$ cat src/rtl/updown_counter_gl.sv
// rtl/updown_counter_gl.sv - loadable up/down modulo counter with wrap pulse and terminal count
//
// Purpose:
//   N-bit up/down counter that counts modulo (p_max+1). A synchronous load
//   captures load_value, clamped to p_max. Load takes priority over enable.
//   wrap is a registered one-cycle pulse that marks the edge where the count
//   wrapped. tc is combinational and flags that the next enabled edge wraps
//   in the current direction.
//
// Ports:
//   clk         rising-edge clock
//   rst_n       asynchronous active-low reset (clears count and wrap)
//   en          count enable
//   dir         1 = count up, 0 = count down
//   load        synchronous load strobe (overrides en)
//   load_value  value captured on load, clamped to p_max
//   count       current count (registered)
//   wrap        one-cycle pulse after a wrapping edge (registered)
//   tc          terminal count: dir ? count==p_max : count==0

module updown_counter_gl #(
  parameter int p_nbits = 4,
  parameter int p_max   = 15
) (
  input  logic               clk,
  input  logic               rst_n,
  input  logic               en,
  input  logic               dir,
  input  logic               load,
  input  logic [p_nbits-1:0] load_value,
  output logic [p_nbits-1:0] count,
  output logic               wrap,
  output logic               tc
);

  localparam logic [p_nbits-1:0] MaxVal = p_nbits'(p_max);

  logic [p_nbits-1:0] count_q, count_d;
  logic               wrap_q, wrap_d;

  // Ripple carry/borrow chains: bit i toggles when all lower bits are
  // 1 (increment) or all lower bits are 0 (decrement).
  logic [p_nbits-1:0] carry, borrow;
  logic [p_nbits-1:0] inc_val, dec_val;

  assign carry[0]  = 1'b1;
  assign borrow[0] = 1'b1;

  for (genvar i = 1; i < p_nbits; i++) begin : g_chain
    assign carry[i]  = carry[i-1]  &  count_q[i-1];
    assign borrow[i] = borrow[i-1] & ~count_q[i-1];
  end

  assign inc_val = count_q ^ carry;
  assign dec_val = count_q ^ borrow;

  logic at_max, at_zero;
  assign at_max  = (count_q == MaxVal);
  assign at_zero = (count_q == '0);

  // The wrap points are decoded from at_max/at_zero, so the raw binary
  // overflow of the ripple chain is never selected when p_max < 2^p_nbits-1.
  always_comb begin
    count_d = count_q;
    wrap_d  = 1'b0;
    if (load) begin
      count_d = (load_value > MaxVal) ? MaxVal : load_value;
    end else if (en) begin
      if (dir) begin
        if (at_max) begin
          count_d = '0;
          wrap_d  = 1'b1;
        end else begin
          count_d = inc_val;
        end
      end else begin
        if (at_zero) begin
          count_d = MaxVal;
          wrap_d  = 1'b1;
        end else begin
          count_d = dec_val;
        end
      end
    end
  end

  always_ff @(posedge clk or negedge rst_n) begin
    if (!rst_n) begin
      count_q <= '0;
      wrap_q  <= 1'b0;
    end else begin
      count_q <= count_d;
      wrap_q  <= wrap_d;
    end
  end

  assign count = count_q;
  assign wrap  = wrap_q;
  assign tc    = dir ? at_max : at_zero;

endmodule

$ cat config.mk
export PLATFORM = sky130hd
export DESIGN_NAME = updown_counter_gl
export DESIGN_NICKNAME = d
export VERILOG_FILES = /design/src/rtl/updown_counter_gl.sv
export SDC_FILE = /design/constraint.sdc
export NUM_CORES = 1
export LEC_CHECK = 0
export BUFFER_PORTS_ARGS = -buffer_cell sky130_fd_sc_hd__buf_2
export CORE_AREA = 2 2 39 41
export DETAILED_ROUTE_END_ITERATION = 8
export DIE_AREA = 0 0 41 43
export PLACE_DENSITY_LB_ADDON = 0.15
export SYNTH_ARGS = -nofsm -noshare
export SYNTH_HDL_FRONTEND = slang
export SYNTH_SLANG_ARGS = --single-unit
$ cat constraint.sdc
create_clock -name clk -period 1.7 [get_ports clk]
set_input_delay 0.17 -clock clk [delete_from_list [all_inputs] [get_ports clk]]
set_output_delay 0.17 -clock clk [all_outputs]
set_load 0.01 [all_outputs]
==> results.json, run 1 <==
{
  "cellPowerDensity_nw_per_um2": 778,
  "finalHoldViolCount": 0,
  "num-fill-cells": 146,
  "synth-simple-area-share": 0.165,
  "n_antenna_cell": 0,
  "setup.worst_path.start_class": "flop",
  "least_margin_pin_slew_ns": 0.203,
  "worst_path_largest_cell_delay_ns": 0.38,
  "numPlacedInstances": 71,
  "fmaxAchievable_ghz": 0.601,
  "internal-power_w": 0.000313,
  "crit_slowest_cell": "sky130_fd_sc_hd__dfrtp_1",
  "cts_tree": "yes",
  "finalMaxSlewViolations": 0,
  "htree_num_levels": 1,
  "grt_remaining_overflow": 0,
  "seqPwrFrac": 0.319,
  "run_status": "finished, final reports clean",
  "yosys.area.top_type_share": 0.324,
  "synthesis.area_um2": 387,
  "detail_route.iter0.violations": 5,
  "synth.distinct_cells": 24,
  "drtAntennaViolNets": 0,
  "worst_clock_skew_on_the_final_layout_ns": 0.00632,
  "vias": 388,
  "timing.final.setup_violations": 0,
  "drt-total-wl_um": 943,
  "cts-root-to-sink-buffers": 2,
  "final_core_util": 0.427,
  "drtPass1Iterations": 2,
  "dp_slack_ns": 0.0830,
  "grt_pass1_wl_um": 1490,
  "hold_class": "input pin to flop",
  "maximum_number_of_pins_on_one_net_before_global_route_repair": 10,
  "timing.max_cap.violations": 0,
  "synth_area_per_cell_um2": 8.99,
  "min_period_over_period": 0.979,
  "chipWidth_um": 41,
  "regArea_um2": 125,
  "layoutNonFillerInstCount": 83,
  "post-route-worst-setup-slack_ns": 0.0356,
  "vdd_drop_max_v": 0.000393,
  "fin_crit_ns": 1.66,
  "path_cells": "inv_2 -> ha_4 -> or3b_4 -> o21ai_2 -> buf_2",
  "final_layout_size_suffix_gt1_frac": 0.552,
  "detailedPlacementHpwl_um": 685,
  "synth.top_cells.by_area": "sky130_fd_sc_hd__dfrtp_1 32%, sky130_fd_sc_hd__ha_1 13%, sky130_fd_sc_hd__a21oi_1 5.2%, sky130_fd_sc_hd__nand2_1 4.9%, sky130_fd_sc_hd__inv_1 3.9%",
  "power.total_w": 0.000459,
  "synth_xor_xnor_area_share": 0.0227,
  "totalNegativeSetupSlack_ns": 0,
  "routability_driven_placement_congestion_ratio": 0.697,
  "netlist_instances": 43,
  "comb_power_share": 0.374,
  "sw_power_w": 0.000147,
  "num-nets-final": 81,
  "rsz0062_at_grt": "yes",
  "synth-seq-area-share": 0.324,
  "antenna_violations_before_repair": 0,
  "number_of_global_route_vias_before_repair": 338,
  "core-area_um2": 1380,
  "cts_made_buffers": 3,
  "max_slew_margin": 0.864,
  "synth_top_family_by_area": "compound AO/OA/AOI/OAI gates",
  "num_rows": 14,
  "critPathArrivalTime_ns": 1.49,
  "chipHeight_um": 43,
  "timing.critical_path.fanout_max": 2,
  "cts_sinks": 5,
  "critical_path.endpoint_type": "output port",
  "clk_latency_ns": 0.25,
  "placement.io_buffers": 14,
  "synth_nets": 56,
  "post_synth_mux_area_share": 0.0550,
  "synth_compound_gate_area_share": 0.236,
  "multi_input_comb_area_um2": 272,
  "area_growth_pct": 52.8,
  "yosysTopAreaCell": "sky130_fd_sc_hd__dfrtp_1",
  "fraction_of_power_spent_switching_nets": 0.319,
  "path_clk_slew_ns": 0.05,
  "design.die.area_um2": 1760,
  "cts-root-buf": "sky130_fd_sc_hd__clkbuf_4",
  "synth-adder-area-share": 0.129,
  "drt-vias-per-instance": 4.67,
  "routedWlPerCell_um": 11.4,
  "groute.usage.overall": 0.133,
  "top_level_ports": 15,
  "synth_warnings": 0,
  "initial_core_util": 0.279,
  "criticalPathCategory": "flop to output port",
  "power.leakage_nw": 0.290,
  "endpoint_required_time_on_the_critical_path_ns": 1.53,
  "clock_network_fraction_of_total_power": 0.306,
  "drcViolationCount": 0,
  "yosys_register_bits": 5
}
[cell usage after synthesis (all sizes together)]
cell and n:
a211o 1, a21oi 5, nor3b 1, mux2 1
or3b 1, a221oi 1, nand2 5, ha 4
o22ai 1, o21ai 4, buf 2, dfrtp 5
inv 4, xnor2 1, and3 1, o211ai 1
mux2i 1, o31ai 1, nor2 2, nor2b 1
[per-layer routing]
| layer | vias up | GRT usage | wire (um) |
|---|---|---|---|
| met5 | - | 0 | 0 |
| met4 | 0 | 0.0600 | 0 |
| met3 | 0 | 0.0785 | 70 |
| met2 | 15 | 0.188 | 470 |
| met1 | 175 | 0.155 | 402 |
| li1 | 198 | - | - |
[layout by cell type, fill, tap and decap left out, types with 2 or more instances in the layout]
master,Yosys,layout
sky130_fd_sc_hd__a21oi_1,4,4
sky130_fd_sc_hd__buf_2,0,14
sky130_fd_sc_hd__buf_4,1,7
sky130_fd_sc_hd__clkbuf_4,0,3
sky130_fd_sc_hd__dfrtp_1,5,5
sky130_fd_sc_hd__ha_4,0,2
sky130_fd_sc_hd__inv_1,4,2
sky130_fd_sc_hd__inv_2,0,2
sky130_fd_sc_hd__nand2_1,5,4
sky130_fd_sc_hd__nor2_1,2,2
sky130_fd_sc_hd__o21ai_0,2,2
[worst max-delay path, delay by kind of cell (launching register included)]
family	cells	cell delay (ns)
compound gates	1	0.14
fa+ha+maj	1	0.13
buf+inv	2	0.23
flops	1	0.38
simple gates	1	0.38
[power by group through the flow]
stage / clock, W / sequential (W) / combinational, W
2_1_floorplan: 0 / 0.000153 / 0.0000833
3_3_place_gp: 0 / 0.000150 / 0.000130
3_5_place_dp: 0 / 0.000151 / 0.000126
4_1_cts: 0.000148 / 0.000146 / 0.000151
5_1_grt: 0.000167 / 0.000149 / 0.000191
6_report: 0.000141 / 0.000147 / 0.000172
[per-stage QoR]
step	hold slack, ns	area, um2
6_report	0.133	591
4_1_cts	0.129	542
2_1_floorplan	-0.126	387
5_1_grt	0.126	591
3_5_place_dp	-0.00119	465
3_3_place_gp	-0.00424	465
[area by class of cell]
class                   instances  area share
multi-input cells              32       0.460
repair buffers                 22       0.225
clock buffers                   4      0.0445
well taps                      16      0.0339
inverters                       4      0.0254
flip-flops and latches          5       0.212
[registers in the layout, indices dropped and copies added (netlist names)]
signal	cells
count	4
wrap	1
[timing repair]
item	in CTS	in global routing
endpoints found under the hold margin	5	0
setup buffers	5	2
pin swaps	2	3
resized for setup	1	8
setup endpoints to repair	1	2
hold buffers	1	0
[cell families (layout without fill, tap and decap cells)]
group,after synthesis,after routing
XOR/XNOR,1,1
buffers and inverters,6,30
AO/OA/AOI/OAI,14,14
adder cells (fa/ha/maj),4,4
AND/OR/NAND/NOR,11,11
multiplexers,2,2
flip-flops,5,5
[path summary, 6_finish.rpt]
check,start,endpoint,slack [ns],cells past startpoint
worst max-delay path,count[0],tc,0.04,5
min in group asynchronous,rst_n,wrap,0.27,2
worst min-delay path,load_value[2],count[2],0.13,3
worst min register to register,count[3],count[3],0.69,2
max in group asynchronous,rst_n,count[0],1.28,2
worst max register to register,count[1],count[3],0.10,6
Power figures use the tool's default switching activity.
==> run 2: changes to the inputs <==
==> constraint.sdc (replaced) <==
create_clock -name clk -period 1.4 [get_ports clk]
set_input_delay 0.14 -clock clk [delete_from_list [all_inputs] [get_ports clk]]
set_output_delay 0.14 -clock clk [all_outputs]
set_load 0.01 [all_outputs]
==> run 2 against run 1 <==
Compared with the run above: the run now ends with setup timing left; non-clock buffer count increased by 3; first-iteration DRC count increased by 60%; register-to-register slack got worse by 0.36 ns; utilization increased by 6.7 points; final cell count increased by 3.6%; worst setup slack got worse by 0.33 ns; power increased by 34%; via count increased by 2.8%; clock skew decreased by 0.0042 ns; flip-flop and latch count unchanged; largest cell class unchanged; largest power group unchanged.
==> results.json, run 2 (same netlist as run 1, synthesis figures left out) <==
{
  "layout_common_cells": "13 x sky130_fd_sc_hd__buf_2, 9 x sky130_fd_sc_hd__buf_4, 4 x sky130_fd_sc_hd__nand2_1, 4 x sky130_fd_sc_hd__ha_4",
  "rsz0062_at_grt": "yes",
  "fmaxAchievable_ghz": 0.592,
  "run_status": "finished with violations",
  "cts_sinks": 5,
  "post-route-worst-setup-slack_ns": -0.290,
  "max_slew_margin": 0.845,
  "drtPass1Iterations": 3,
  "r2r_setup_slack_ns": -0.26,
  "number_of_global_route_vias_before_repair": 370,
  "drtAntennaViolNets": 0,
  "num-nets-final": 84,
  "routability_driven_placement_congestion_ratio": 0.651,
  "rr_endpoint": "wrap",
  "finalMaxSlewViolations": 0,
  "most_common_library_cell_in_the_layout_ignoring_fill_and_taps": "sky130_fd_sc_hd__buf_2",
  "groute.usage.overall": 0.123,
  "hold_start": "load_value[3]",
  "failed_checks": "setup timing",
  "worst_clock_skew_on_the_final_layout_ns": 0.00213,
  "area_growth_pct": 76.7,
  "min_delay_worst_endpoint": "count[3]",
  "power.leakage_nw": 0.319,
  "cts_made_buffers": 3,
  "hold_path_depth": 3,
  "chipHeight_um": 43,
  "grt_pass1_wl_um": 1550,
  "maximum_number_of_pins_on_one_net_before_global_route_repair": 10,
  "core-area_um2": 1380,
  "htree_num_levels": 1,
  "drcViolationCount": 0,
  "final_area_um2": 683,
  "layoutNonFillerInstCount": 86,
  "top_level_ports": 15,
  "critPathArrivalTime_ns": 1.55,
  "cts-root-buf": "sky130_fd_sc_hd__clkbuf_4",
  "reg2regPathDepth": 7,
  "grt_remaining_overflow": 0,
  "placement.io_buffers": 14,
  "chipWidth_um": 41,
  "drt-total-wl_um": 992,
  "setup.worst_path.start_class": "flop",
  "cellPowerDensity_nw_per_um2": 904,
  "numPlacedInstances": 76,
  "path_clk_slew_ns": 0.04,
  "criticalPathCategory": "flop to output port",
  "vdd_drop_max_v": 0.000447,
  "least_margin_pin_slew_ns": 0.232,
  "holdWs_ns": 0.114,
  "post_dp_cell_area_um2": 567,
  "endpoint_required_time_on_the_critical_path_ns": 1.26,
  "cts_tree": "yes",
  "final_core_util": 0.494,
  "timing.final.setup_violations": 5,
  "detail_route.iter0.violations": 8,
  "clk_latency_ns": 0.23,
  "fin_crit_ns": 1.69,
  "min_period_over_period": 1.21,
  "power.total_w": 0.000617,
  "antenna_violations_before_repair": 0,
  "initial_core_util": 0.279,
  "design.die.area_um2": 1760,
  "rr_startpoint": "count[0]",
  "vias": 399,
  "critical_path.endpoint_type": "output port",
  "num_rows": 14,
  "n_antenna_cell": 0,
  "finalHoldViolCount": 0,
  "timing.critical_path.fanout_max": 4,
  "timing.max_cap.violations": 0,
  "hold_class": "input pin to flop",
  "final_layout_size_suffix_gt1_frac": 0.643,
  "drt-vias-per-instance": 4.64,
  "cts-root-to-sink-buffers": 2,
  "number_of_flip_flops_in_the_largest_register": 4,
  "routedWlPerCell_um": 11.5
}
## run 2: changes by cell type in the layout (fill, tap and decap cells not counted), moves of 2 or more
cell	previous run	this run
sky130_fd_sc_hd__ha_4	2	4
sky130_fd_sc_hd__dfrtp_2	0	2
sky130_fd_sc_hd__buf_6	0	2
sky130_fd_sc_hd__dfrtp_1	5	3
sky130_fd_sc_hd__buf_4	7	9
## run 2: cell type report
class	instances	area (um2)
timing repair buffer	25	165
inverter	4	15.0
sequential	5	128
multi-input combinational	32	329
tap	16	20.0
fill	144	701
clock buffer	4	26.3
## run 2: power by group
part / switching [W] / internal (W)
Clock: 0.0000534 / 0.000107
Sequential: 0.0000233 / 0.000161
Combinational: 0.000118 / 0.000154
## run 2: worst max-delay path by stage
| stage | start | depth (start not counted) | slack (ns) | endpoint |
|---|---|---|---|---|
| finish | count[0] | 5 | -0.29 | tc |
| global route | count[0] | 5 | -0.35 | tc |
| CTS | count[0] | 5 | -0.29 | tc |
| detailed placement | count[0] | 5 | -0.10 | tc |
| global placement | count[1] | 5 | -0.11 | tc |
| floorplan | count[1] | 5 | -0.07 | count[3] |
## run 2: per-layer routing
metal / up-vias / wire length, um / global-route usage
li1: 205 / - / -
met1: 185 / 466 / 0.183
met2: 9 / 492 / 0.188
met3: 0 / 34 / 0
met4: 0 / 0 / 0.0400
met5: - / 0 / 0
## run 2: worst max-delay path, cell delays in order, from the launching register on
cell                      delay [ns]
sky130_fd_sc_hd__dfrtp_2        0.43
sky130_fd_sc_hd__inv_2          0.09
sky130_fd_sc_hd__ha_4           0.13
sky130_fd_sc_hd__or3b_4         0.39
sky130_fd_sc_hd__o21ai_4        0.15
sky130_fd_sc_hd__buf_6          0.12
## run 2: per-stage QoR
step                      setup WS (ns)  TNS, ns
after detailed placement         -0.100   -0.450
after CTS                        -0.293    -1.06
final                            -0.290    -1.14
after global routing             -0.346    -1.45
after floorplan                 -0.0712   -0.176
after global placement           -0.108   -0.403
## run 2: repair_timing
item                                    4_1_cts  5_1_grt
gates cloned                                  0        0
resized for setup                             3        4
hold buffers                                  1        0
endpoints found under the setup margin        5        5
hold endpoints to repair                      5        0
buffers inserted                              4        1
pin swaps                                     2        0
==> run 3: changes to the inputs <==
--- a/config.mk
+++ b/config.mk
@@ -10,6 +10,7 @@
 export DETAILED_ROUTE_END_ITERATION = 8
 export DIE_AREA = 0 0 41 43
 export PLACE_DENSITY_LB_ADDON = 0.15
+export SKIP_LAST_GASP = 1
 export SYNTH_ARGS = -nofsm -noshare
 export SYNTH_HDL_FRONTEND = slang
 export SYNTH_SLANG_ARGS = --single-unit
==> run 3 against run 2 <==
Compared with the run above: the flow still finishes with violations (setup timing); worst setup slack worse by 0.0035 ns; hold slack unchanged; final cell count is the same; critical endpoint unchanged.
==> results.json, run 3 (same netlist as run 1, synthesis figures left out) <==
{
  "final_core_util": 0.486,
  "drcViolationCount": 0,
  "clk_latency_ns": 0.23,
  "num_rows": 14,
  "min_delay_worst_endpoint": "count[3]",
  "antenna_violations_before_repair": 0,
  "vdd_drop_max_v": 0.000460,
  "routedWlPerCell_um": 11.5,
  "rr_startpoint": "count[0]",
  "endpoint_required_time_on_the_critical_path_ns": 1.26,
  "worst_clock_skew_on_the_final_layout_ns": 0.00213,
  "area_growth_pct": 74.1,
  "layout_common_cells": "13 x sky130_fd_sc_hd__buf_2, 9 x sky130_fd_sc_hd__buf_4, 4 x sky130_fd_sc_hd__nand2_1",
  "cpLargestDelayFamily": "flip-flops",
  "vias": 396,
  "path_clk_slew_ns": 0.04,
  "timing.critical_path.fanout_max": 4,
  "grt_remaining_overflow": 0,
  "grt_pass1_wl_um": 1550,
  "drtPass1Iterations": 2,
  "chipWidth_um": 41,
  "critical_path.endpoint_type": "output port",
  "design.die.area_um2": 1760,
  "totalNegativeSetupSlack_ns": -1.17,
  "hold_start": "load_value[3]",
  "drtAntennaViolNets": 0,
  "critPathArrivalTime_ns": 1.55,
  "drt-total-wl_um": 987,
  "rsz0062_at_grt": "yes",
  "cts_tree": "yes",
  "n_antenna_cell": 0,
  "number_of_flip_flops_in_the_largest_register": 4,
  "fin_crit_ns": 1.69,
  "fmaxAchievable_ghz": 0.590,
  "cts_sinks": 5,
  "hold_class": "input pin to flop",
  "top_level_ports": 15,
  "criticalPathCategory": "flop to output port",
  "cts-root-to-sink-buffers": 2,
  "rr_endpoint": "wrap",
  "finalMaxSlewViolations": 0,
  "core-area_um2": 1380,
  "min_period_over_period": 1.21,
  "most_common_library_cell_in_the_layout_ignoring_fill_and_taps": "sky130_fd_sc_hd__buf_2",
  "timing.max_cap.violations": 0,
  "least_margin_pin_slew_ns": 0.231,
  "final_layout_size_suffix_gt1_frac": 0.643,
  "num-nets-final": 84,
  "number_of_global_route_vias_before_repair": 370,
  "setup.worst_path.start_class": "flop",
  "power.leakage_nw": 0.318,
  "post-route-worst-setup-slack_ns": -0.294,
  "worst-path-buf-inv": 2,
  "hold_path_depth": 3,
  "r2r_setup_slack_ns": -0.26,
  "worst_path_largest_cell_delay_ns": 0.44,
  "failed_checks": "setup timing",
  "maximum_number_of_pins_on_one_net_before_global_route_repair": 10,
  "timing.final.setup_violations": 5,
  "initial_core_util": 0.279,
  "path_cells": "inv_2 -> ha_4 -> or3b_4 -> o21ai_4 -> buf_6",
  "cts_made_buffers": 3,
  "reg2regPathDepth": 7,
  "placement.io_buffers": 14,
  "cts-root-buf": "sky130_fd_sc_hd__clkbuf_4",
  "dp_slack_ns": -0.100,
  "drt-vias-per-instance": 4.60,
  "routability_driven_placement_congestion_ratio": 0.651,
  "run_status": "finished with violations",
  "detail_route.iter0.violations": 5,
  "groute.usage.overall": 0.123,
  "max_slew_margin": 0.846,
  "cellPowerDensity_nw_per_um2": 905,
  "finalHoldViolCount": 0,
  "htree_num_levels": 1,
  "chipHeight_um": 43,
  "crit_slowest_cell": "sky130_fd_sc_hd__dfrtp_2"
}
==> run 3: cell counts in the layout (fill, tap and decap cells not counted) <==
No cell type changed its count.
==> run 3: area by class of cell <==
type | instances | area [um2]
clock buffers | 4 | 26.3
fillers | 146 | 711
inverters | 4 | 15.0
multi-input cells | 32 | 319
flip-flops and latches | 5 | 128
well taps | 16 | 20.0
repair buffers | 25 | 165
==> run 3: worst max-delay path by stage <==
stage          depth (start not counted)      from        to  slack, ns
2_1_floorplan                          5  count[1]  count[3]      -0.07
3_3_place_gp                           5  count[1]        tc      -0.11
3_5_place_dp                           5  count[0]        tc      -0.10
4_1_cts                                5  count[0]        tc      -0.29
5_1_grt                                5  count[0]        tc      -0.35
6_report                               5  count[0]        tc      -0.29
==> run 3: tightest hold or removal path: cells and delay by family <==
| family | cells | cell delay (ns) |
|---|---|---|
| buffers and inverters | 1 | 0.07 |
| AO/OA/AOI/OAI | 1 | 0.05 |
| AND/OR/NAND/NOR | 1 | 0.04 |
==> run 3: what timing repair did <==
action                                  4_1_cts  5_1_grt
hold buffers                                  1        0
cloned                                        0        0
pin swaps                                     2        0
hold endpoints to repair                      5        0
endpoints found under the setup margin        5        5
buffers inserted                              4        1
resized for setup                             2        4
==> run 3: layer usage <==
metal | wire, um | track usage | vias up | part of all wire
li1 | - | - | 204 | -
met5 | 0 | 0 | - | 0
met3 | 34 | 0 | 0 | 0.034
met4 | 0 | 0.0400 | 0 | 0
met2 | 495 | 0.188 | 9 | 0.50
met1 | 458 | 0.183 | 183 | 0.46
==> run 3: power by group <==
part,total [W],switching [W],internal (W)
registers,0.000185,0.0000236,0.000161
clock network,0.000161,0.0000534,0.000107
logic,0.000263,0.000115,0.000148
==> run 3: metrics by stage <==
step | total power (W) | hold WS [ns] | area, um2 | std cells
floorplan | 0.000329 | -0.156 | 450 | 43
global placement | 0.000409 | -0.0389 | 567 | 76
detailed placement | 0.000409 | -0.0386 | 567 | 76
CTS | 0.000598 | 0.112 | 642 | 85
global route | 0.000654 | 0.122 | 673 | 86
finish | 0.000609 | 0.114 | 673 | 86
